**src/rtl/mdu_pkg.sv**
```systemverilog
// Shared types, constants and result helpers for the mdu_seq multiply/divide unit.
package mdu_pkg;

    localparam int MDU_XLEN = 64;

    localparam int MDU_MUL  = 0;
    localparam int MDU_DIV  = 1;
    localparam int MDU_DIVU = 2;
    localparam int MDU_REM  = 3;
    localparam int MDU_REMU = 4;

    localparam logic [63:0] MDU_MIN64 = 64'h8000_0000_0000_0000;
    localparam logic [31:0] MDU_MIN32 = 32'h8000_0000;

    typedef enum logic [1:0] {IDLE, CALC, FIX, DONE} mdu_state_e;

    function automatic logic is_onehot5(input logic [4:0] v);
        return (v != 5'd0) && ((v & (v - 5'd1)) == 5'd0);
    endfunction

    // W operands keep their low half, extended by the signedness of the op.
    function automatic logic [63:0] extend_operand(input logic [63:0] v, input logic word,
                                                   input logic sgn);
        if (!word) return v;
        return sgn ? {{32{v[31]}}, v[31:0]} : {32'd0, v[31:0]};
    endfunction

    function automatic logic [63:0] magnitude(input logic [63:0] v, input logic sgn);
        return (sgn && v[63]) ? (~v + 64'd1) : v;
    endfunction

    function automatic logic signed_ovf(input logic word, input logic [63:0] ext1,
                                        input logic [63:0] ext2);
        logic min_hit;
        min_hit = word ? (ext1 == {32'hFFFF_FFFF, MDU_MIN32}) : (ext1 == MDU_MIN64);
        return min_hit && (ext2 == '1);
    endfunction

    // Operations whose result is known without iterating.
    function automatic logic is_special(input logic [4:0] op, input logic word,
                                        input logic [63:0] ext1, input logic [63:0] ext2);
        logic div_any;
        logic sgn;
        div_any = op[MDU_DIV] | op[MDU_DIVU] | op[MDU_REM] | op[MDU_REMU];
        sgn     = op[MDU_DIV] | op[MDU_REM];
        return is_onehot5(op) &&
               ((div_any && (ext2 == 64'd0)) ||
                (sgn && signed_ovf(word, ext1, ext2)) ||
                (op[MDU_MUL] && ((ext1 == 64'd0) || (ext2 == 64'd0))));
    endfunction

    // Turns raw quotient/accumulator into the architectural result, including
    // sign fix-up, special-case overrides and W sign-extension.
    function automatic logic [63:0] finish_result(input logic [4:0] op, input logic word,
                                                  input logic [63:0] ext1,
                                                  input logic [63:0] ext2,
                                                  input logic [63:0] quo,
                                                  input logic [63:0] acc);
        logic [63:0] res;
        logic        sgn;
        logic        s1;
        logic        s2;
        res = 64'd0;
        sgn = op[MDU_DIV] | op[MDU_REM];
        s1  = sgn & ext1[63];
        s2  = sgn & ext2[63];
        if (!is_onehot5(op)) begin
            res = 64'd0;
        end else if (op[MDU_MUL]) begin
            res = acc;
        end else if (op[MDU_DIV] || op[MDU_DIVU]) begin
            if (ext2 == 64'd0)
                res = '1;
            else if (op[MDU_DIV] && signed_ovf(word, ext1, ext2))
                res = word ? {32'hFFFF_FFFF, MDU_MIN32} : MDU_MIN64;
            else
                res = (s1 ^ s2) ? (~quo + 64'd1) : quo;
        end else begin
            if (ext2 == 64'd0)
                res = ext1;
            else if (op[MDU_REM] && signed_ovf(word, ext1, ext2))
                res = 64'd0;
            else
                res = s1 ? (~acc + 64'd1) : acc;
        end
        if (word) res = {{32{res[31]}}, res[31:0]};
        return res;
    endfunction

endpackage

```
**src/rtl/mdu_seq_div_step.sv**
```systemverilog
// One restoring-division iteration: shift in the next dividend bit, trial subtract.
module mdu_div_step #(
    parameter int XLEN = 64
) (
    input  logic [XLEN-1:0] rem_in,
    input  logic [XLEN-1:0] divisor,
    input  logic            bit_in,
    output logic [XLEN-1:0] rem_out,
    output logic            q_bit
);

    logic [XLEN:0] shifted;
    logic [XLEN:0] diff;

    // Keep the subtraction one bit wider so the borrow decides the quotient bit.
    always_comb begin
        shifted = {rem_in, bit_in};
        diff    = shifted - {1'b0, divisor};
        q_bit   = ~diff[XLEN];
        rem_out = q_bit ? diff[XLEN-1:0] : shifted[XLEN-1:0];
    end

endmodule

```
**src/rtl/mdu_seq.sv**
```systemverilog
// Iterative RV64 multiply/divide sequencer, one bit per cycle.
// Optional macro MDU_SPECIAL_FAST_EN: divide-by-zero, signed overflow and
// mul-by-zero bypass CALC/FIX and respond the cycle after accept.
module mdu_seq
    import mdu_pkg::*;
#(
    parameter int XLEN = MDU_XLEN
) (
    input  logic            clk,
    input  logic            rst_n,
    input  logic            req_valid,
    output logic            req_ready,
    input  logic [4:0]      req_op,
    input  logic            req_word,
    input  logic [XLEN-1:0] req_src1,
    input  logic [XLEN-1:0] req_src2,
    input  logic [4:0]      req_rd,
    input  logic            flush,
    output logic            resp_valid,
    input  logic            resp_ready,
    output logic [XLEN-1:0] resp_data,
    output logic [4:0]      resp_rd,
    output logic            busy
);

    mdu_state_e      state_q, state_d;
    logic [6:0]      cnt_q, cnt_d;
    logic [4:0]      op_q, op_d;
    logic            word_q, word_d;
    logic [4:0]      rd_q, rd_d;
    logic [XLEN-1:0] ext1_q, ext1_d;
    logic [XLEN-1:0] ext2_q, ext2_d;
    logic [XLEN-1:0] a_q, a_d;
    logic [XLEN-1:0] b_q, b_d;
    logic [XLEN-1:0] acc_q, acc_d;
    logic [XLEN-1:0] resp_data_q, resp_data_d;
    logic [4:0]      resp_rd_q, resp_rd_d;
    logic            resp_valid_q, resp_valid_d;

    logic            accept;
    logic            in_sgn;
    logic [XLEN-1:0] in_ext1;
    logic [XLEN-1:0] in_ext2;
    logic [XLEN-1:0] in_mag1;
    logic [XLEN-1:0] step_rem;
    logic            step_q;

    assign req_ready  = (state_q == IDLE) & ~flush;
    assign busy       = (state_q != IDLE);
    assign resp_valid = resp_valid_q;
    assign resp_data  = resp_data_q;
    assign resp_rd    = resp_rd_q;

    mdu_div_step #(.XLEN(XLEN)) u_div_step (
        .rem_in  (acc_q),
        .divisor (a_q),
        .bit_in  (b_q[XLEN-1]),
        .rem_out (step_rem),
        .q_bit   (step_q)
    );

    // Next-state logic: accept and set up operands, iterate, fix up, hold result.
    always_comb begin
        state_d      = state_q;
        cnt_d        = cnt_q;
        op_d         = op_q;
        word_d       = word_q;
        rd_d         = rd_q;
        ext1_d       = ext1_q;
        ext2_d       = ext2_q;
        a_d          = a_q;
        b_d          = b_q;
        acc_d        = acc_q;
        resp_data_d  = resp_data_q;
        resp_rd_d    = resp_rd_q;
        resp_valid_d = 1'b0;

        accept  = req_valid & req_ready;
        in_sgn  = req_op[MDU_DIV] | req_op[MDU_REM];
        in_ext1 = extend_operand(req_src1, req_word, in_sgn);
        in_ext2 = extend_operand(req_src2, req_word, in_sgn);
        in_mag1 = magnitude(in_ext1, in_sgn);

        case (state_q)
            IDLE: begin
                if (accept) begin
                    op_d   = req_op;
                    word_d = req_word;
                    rd_d   = req_rd;
                    ext1_d = in_ext1;
                    ext2_d = in_ext2;
                    cnt_d  = req_word ? 7'd32 : 7'd64;
                    acc_d  = '0;
                    if (req_op[MDU_MUL]) begin
                        a_d = in_ext1;
                        b_d = in_ext2;
                    end else begin
                        a_d = magnitude(in_ext2, in_sgn);
                        b_d = req_word ? {in_mag1[31:0], 32'd0} : in_mag1;
                    end
                    state_d = CALC;
`ifdef MDU_SPECIAL_FAST_EN
                    if (is_special(req_op, req_word, in_ext1, in_ext2)) begin
                        resp_data_d  = finish_result(req_op, req_word, in_ext1, in_ext2,
                                                     '0, '0);
                        resp_rd_d    = req_rd;
                        resp_valid_d = 1'b1;
                        state_d      = DONE;
                    end
`else
                    state_d = CALC;
`endif
                end
            end
            CALC: begin
                if (op_q[MDU_MUL]) begin
                    acc_d = acc_q + (b_q[0] ? a_q : '0);
                    a_d   = a_q << 1;
                    b_d   = b_q >> 1;
                end else begin
                    acc_d = step_rem;
                    b_d   = {b_q[XLEN-2:0], step_q};
                end
                cnt_d = cnt_q - 7'd1;
                if (cnt_q == 7'd1) state_d = FIX;
            end
            FIX: begin
                resp_data_d  = finish_result(op_q, word_q, ext1_q, ext2_q, b_q, acc_q);
                resp_rd_d    = rd_q;
                resp_valid_d = 1'b1;
                state_d      = DONE;
            end
            DONE: begin
                if (resp_ready) state_d = IDLE;
                else            resp_valid_d = 1'b1;
            end
            default: state_d = IDLE;
        endcase

        if (flush) begin
            state_d      = IDLE;
            resp_valid_d = 1'b0;
        end
    end

    // State and datapath registers with asynchronous active-low reset.
    always_ff @(posedge clk or negedge rst_n) begin
        if (!rst_n) begin
            state_q      <= IDLE;
            cnt_q        <= '0;
            op_q         <= '0;
            word_q       <= 1'b0;
            rd_q         <= '0;
            ext1_q       <= '0;
            ext2_q       <= '0;
            a_q          <= '0;
            b_q          <= '0;
            acc_q        <= '0;
            resp_data_q  <= '0;
            resp_rd_q    <= '0;
            resp_valid_q <= 1'b0;
        end else begin
            state_q      <= state_d;
            cnt_q        <= cnt_d;
            op_q         <= op_d;
            word_q       <= word_d;
            rd_q         <= rd_d;
            ext1_q       <= ext1_d;
            ext2_q       <= ext2_d;
            a_q          <= a_d;
            b_q          <= b_d;
            acc_q        <= acc_d;
            resp_data_q  <= resp_data_d;
            resp_rd_q    <= resp_rd_d;
            resp_valid_q <= resp_valid_d;
        end
    end

endmodule

```
**config.mk**
```make
export PLATFORM = sky130hd
export DESIGN_NAME = mdu_seq
export DESIGN_NICKNAME = d
export VERILOG_FILES = /design/src/rtl/mdu_pkg.sv /design/src/rtl/mdu_seq_div_step.sv /design/src/rtl/mdu_seq.sv
export SDC_FILE = /design/constraint.sdc
export NUM_CORES = 2
export LEC_CHECK = 0
export CORE_MARGIN = 2
export CORE_UTILIZATION = 25
export CTS_CLUSTER_SIZE = 24
export DETAILED_ROUTE_END_ITERATION = 8
export MAX_ROUTING_LAYER = met4
export SETUP_SLACK_MARGIN = 0.2
export SLEW_MARGIN = 20
export SYNTH_ARGS = -nofsm -noshare
export SYNTH_HDL_FRONTEND = slang
export SYNTH_SLANG_ARGS = --single-unit
```
**constraint.sdc**
```tcl
create_clock -name clk -period 4.8 [get_ports clk]
set_clock_uncertainty 0.1 [all_clocks]
set_input_delay 0.72 -clock clk [delete_from_list [all_inputs] [get_ports clk]]
set_output_delay 0.72 -clock clk [all_outputs]
set_load 0.01 [all_outputs]
```
Word-level counts from Yosys, hierarchy flattened --
Index checks and enable logic that the tools add are counted.
Operators by class: add/sub/neg operators 8, equal/unequal tests 12, multiplexer cells 43, bitwise logic cells 14, reduce and logical (&&, ||, !) cells 17
Operators by type and width (number):
- two-way mux 64 bit | 27
- case mux 64 bit (2 select lines) | 3
- adder 64 x 1 -> 64 bit (second input constant) | 4
- inverter 64 bit | 4
- == test 64 bit (second input constant) | 3
- subtractor 65 x 64 -> 65 bit | 1
- adder 64 bit | 1
- logical NOT 64 bit | 1
- two-way mux 63 bit | 1
- two-way mux 7 bit | 2
- case mux 7 bit (2 select lines) | 1
- != test 3 bit (second input constant) | 3
- two-way mux 2 bit | 4
- case mux 2 bit (4 select lines) | 1
- == test 7 x 1 -> 1 bit (second input constant) | 1
- subtractor 7 x 1 -> 7 bit (second input constant) | 1
- logical AND 1 bit | 6
- AND reduction 3 bit | 2
- bitwise AND 5 bit | 1
- logical NOT 5 bit | 1
- nonzero test 5 bit | 1
- subtractor 5 x 1 -> 5 bit (second input constant) | 1
- bitwise AND 1 bit | 4
- == test 2 bit (second input constant) | 2
- 11 further kinds | 18
Word-level totals: input bits 144, logic and storage cells 107, bits in registers 410

Depth between registers and ports, before layout --
depth in word-level cells 10, mapped depth 16

Cells and area by module --
From an unflattened synthesis, not the netlist that was laid out.
Second synthesis, totals: cell total of the unflattened synthesis 4883, area, all modules 36242.3 um2
Modules (own cells, without submodules):
- mdu_seq | area an instance 31527.7 um2, times used 1, cells each 4100, seq. area each 10259.8 um2
- mdu_div_step | area an instance 4714.5 um2, times used 1, cells each 783, seq. area each 0.0 um2

Least setup slack after synthesis --
OpenSTA, ideal clock, no wires.
path kind reg-to-reg, start register b_q[0], end register acc_q[58], path slack 0.642 ns, stages on the path, launching flop included 17, library setup time 0.122 ns, arrival time 3.937 ns, clock period less this slack 4.158 ns, cell sequence dfrtp_1 inv_1 clkbuf_1 buf_1 nor2_1 ha_1 clkbuf_1 and4_1 and3_1 nand4_1 nand3_1 a21oi_1 o31ai_1 a21oi_1 o2111a_1 or4_1 a32o_1
Between the ends: longest elaborated chain between the ends 4
Ends and longest elaborated chain:
- start: declaration | line mdu_seq.sv:34 | logic [XLEN-1:0] b_q, b_d;
- start signal: assignment | line mdu_seq.sv:157 | b_q <= '0;
- start signal: assignment | line mdu_seq.sv:171 | b_q <= b_d;
- two-way mux 64 bit | line mdu_seq.sv:117 | acc_d = acc_q + (b_q[0] ? a_q : '0);
- adder 64 bit | line mdu_seq.sv:117
- two-way mux 64 bit | line mdu_seq.sv:116 | if (op_q[MDU_MUL]) begin
- case mux 64 bit (2 select lines) | line mdu_seq.sv:84 | case (state_q)
- end signal: assignment | line mdu_seq.sv:158 | acc_q <= '0;
- end signal: assignment | line mdu_seq.sv:172 | acc_q <= acc_d;
- end: declaration | line mdu_seq.sv:35 | logic [XLEN-1:0] acc_q, acc_d;
Every way passes these cells. A chain may end at the register's enable or synchronous reset.

Final worst setup path --
start register a_q[17], end register acc_q[55]
Between the ends: longest elaborated chain between the ends 4
Ends and longest elaborated chain:
- start: declaration | line mdu_seq.sv:33 | logic [XLEN-1:0] a_q, a_d;
- start signal: assignment | line mdu_seq.sv:156 | a_q <= '0;
- start signal: assignment | line mdu_seq.sv:170 | a_q <= a_d;
- subtractor 65 x 64 -> 65 bit / two-way mux 64 bit (equally long branches) | line mdu_seq_div_step.sv:18, mdu_seq.sv:117
- two-way mux 64 bit / adder 64 bit (equally long branches) | line mdu_seq_div_step.sv:20, mdu_seq.sv:117
- two-way mux 64 bit * | line mdu_seq.sv:116
- case mux 64 bit (2 select lines) * | line mdu_seq.sv:84
Mark *: on every way between the ends. The rest lies on a longest branch, timed or not.

==> flow_metrics.env <==
export IMPL_syn_inst=4919
export IMPL_synth_most_common_cell="nand2_1"
export IMPL_holdBufCountCts=0
export IMPL_routed_wl_um=184000
export IMPL_slew_headroom=0.247
export IMPL_ys_seq_area_frac=0.281
export IMPL_rsz0062_at_grt="yes"
export IMPL_hpwl_um=145000
export IMPL_synth_edf_count=0
export IMPL_drt_pass1_iterations=6
export IMPL_grt_first_pass_wirelength_um=267000
export IMPL_grt_pass1_vias=38323
export IMPL_fin_util=0.301
export IMPL_fin_nets=5366
export IMPL_cp_required_ps=5250
export IMPL_worst_pin_slew_ps=1130
export IMPL_die_height_um=386
export IMPL_synth_cell_types=95
export IMPL_cts_tree="yes"
export IMPL_worst_slack_ps=393
export IMPL_synth_top_cells_by_count="nand2_1 (650), nor2_1 (523), a21oi_1 (519)"
export IMPL_muxShareOfSynthArea=0.0301
export IMPL_slowest_delay_ps=580
export IMPL_synth_top_cell_by_area="dfrtp_1"
export IMPL_rows=140
export IMPL_nFillCells=15734
export IMPL_hold_viol_final=0
export IMPL_antenna_found_initial=9
export IMPL_cts_sinks=410
export IMPL_drc_errors=0
export IMPL_arrival_ps=4860
export IMPL_drive_above_1_share=0.0860
export IMPL_syn_avg_cell_area_sq_um=7.43
export IMPL_status="complete, no violations"
export IMPL_synth_adder_area_share=0.0480
export IMPL_synth_simple_area_share=0.218
export IMPL_crit_type="flip-flop to flip-flop"
export IMPL_clk_latency_ps=680
export IMPL_io_pins=216
export IMPL_synth_xor_xnor_area_share=0.0734
export IMPL_synth_compound_area_frac=0.295
export IMPL_grt_max_degree=182
export IMPL_overflow=0
export IMPL_final_setup_viol_count=0
export IMPL_drv_slew=0
export IMPL_synth_top_cells_by_area="dfrtp_1 (28%), a21oi_1 (7.1%), nand2_1 (6.7%)"
export IMPL_cts_setup_buffers=0
export IMPL_cts_buffers_inserted=52
export IMPL_postSynth_asyncResetShare=1.00
export IMPL_synth_top_cell_area_share=0.281
export IMPL_fin_crit_sh=0.918
export IMPL_via_per_inst=5.78
export IMPL_synth_ff_type="dfrtp_1"
export IMPL_setup_tns_ps=0
export IMPL_place_ws_ps=177
export IMPL_min_period_ps=4410
export IMPL_drtIter0Drc=4885
export IMPL_initial_core_util=0.251
export IMPL_worstHoldPathType="primary input to async pin"
export IMPL_cts_root_buf="clkbuf_16"
export IMPL_max_cap_violations=0
export IMPL_path_cells="inv_1 > ha_1 > nand4_1 > nor4_1 > nand2_1 > a31oi_1 > o31ai_1 > buf_4 > o211ai_1 > buf_4 > a21oi_1 > xnor2_1 > nor2_1 > o31ai_1"
export IMPL_cts_clk_slew_worst_paths_ps=70
export IMPL_ir_worst_vdd_mv=0.320
export IMPL_area_growth_pct=20.0
export IMPL_crit_path_end_kind="flip-flop"
export IMPL_htreeDepth=2
export IMPL_vias=40719
export IMPL_dp_cells=6946
export IMPL_final_cells=7045
export IMPL_antenna_left=0
export IMPL_clock_path_buffers=3
export IMPL_critPathMaxFanout=7
export IMPL_dieWidth_um=386
export IMPL_ys_warn_count=0
export IMPL_start_kind="flip-flop"
export IMPL_synth_area_sq_mm=0.0365
export IMPL_grt_usage=0.247
export IMPL_synth_seq_cells=410
export IMPL_gp_congestion=1.01
export IMPL_port_buffers=215
export IMPL_die_area_sq_mm=0.149
export IMPL_core_area_sq_mm=0.145
export IMPL_wl_per_cell_um=26.2
export IMPL_synth_top_family_by_area="compound AO/OA/AOI/OAI gates"
export IMPL_p_per_area_mw_per_mm2=741
export IMPL_cp_slowest_cell="xnor2_1"
export IMPL_synth_nets=5202
export IMPL_p_leak_nw=17.7
export IMPL_fmax_mhz=227
per-stage QoR:
stage	power (mW)	hold WS, ps	instance area (sq um)
floorplan	19.4	324	36500
global placement	27.3	351	41900
detailed placement	27.3	360	41900
CTS	32.0	48.6	43800
global route	34.4	83.5	43800
finish	32.5	11.8	43800
path summary, 6_finish.rpt:
check	startpoint	end	slack [ps]	depth (start not counted)
min in group clk	rd_q[2]	rd_q[2]	370	2
min reg2reg	rd_q[2]	rd_q[2]	370	2
max in group asynchronous	rst_n	resp_data[2]	3520	2
max reg2reg	a_q[17]	acc_q[55]	390	14
min	rst_n	resp_rd[0]	10	1
max	a_q[17]	acc_q[55]	390	14
cell families after synthesis:
group,count (synthesis)
compound gates,1691
xor+xnor,306
fa+ha+maj,139
buf+inv,521
flops,410
mux,106
simple gates,1746
per-layer routing:
layer / global-route usage / vias to the layer above / routed length [um]
met2: 0.361 / 2219 / 78800
met5: - / - / 0
li1: - / 18364 / -
met3: 0.0323 / 356 / 15400
met1: 0.334 / 19780 / 79700
met4: 0.119 / 0 / 10600
timing repair:
action / CTS / global route
gates resized for setup: 1 / 7
gates cloned: 0 / 0
endpoints found under the setup margin: 1 / 4
critical path: cells and delay by family, from the launching register on:
| kind | cells | cell delay, ps |
|---|---|---|
| AND/OR/NAND/NOR | 4 | 1140 |
| XOR/XNOR | 1 | 580 |
| adder cells (fa/ha/maj) | 1 | 490 |
| buffers and inverters | 3 | 540 |
| flip-flops | 1 | 350 |
| AO/OA/AOI/OAI | 5 | 1080 |
power breakdown:
part / switching, mW / internal, mW
clock: 1.85 / 2.69
combinational: 13.1 / 7.64
sequential: 2.18 / 4.99
flip-flops by register name, indices dropped and copies added (netlist names):
| name | count |
|---|---|
| word_q | 1 |
| resp_rd | 5 |
| acc_q | 64 |
| a_q | 64 |
| resp_valid | 1 |
| ext1_q | 64 |
| cnt_q | 7 |
| rd_q | 5 |
| ext2_q | 64 |
| state_q | 2 |
| op_q | 5 |
| resp_data | 64 |
| b_q | 64 |
placed cells by master, fill, tap and decap left out, types with 75 or more instances in the layout:
master	netlist	routed
inv_1	169	168
ha_1	137	135
clkdlybuf4s50_1	0	212
xor2_1	137	137
nand2_1	650	648
a21oi_1	519	515
dfrtp_1	410	409
xnor2_1	169	169
buf_4	3	233
nor4_1	77	75
nor3_1	115	114
o21ai_0	369	368
mux2i_1	76	76
nor2_1	523	515
area by class of cell:
type / count / area (sq um) / area share
clock inverters: 30 / 487 / 0.0111
diodes: 3 / 7.51 / 0.000171
repair buffers: 460 / 4160 / 0.0949
multi-input cells: 3988 / 24400 / 0.557
inverters: 171 / 647 / 0.0148
well taps: 1917 / 2400 / 0.0547
flip-flops and latches: 410 / 10300 / 0.234
clock buffers: 66 / 1440 / 0.0329
(Power assumes the default switching activity.)
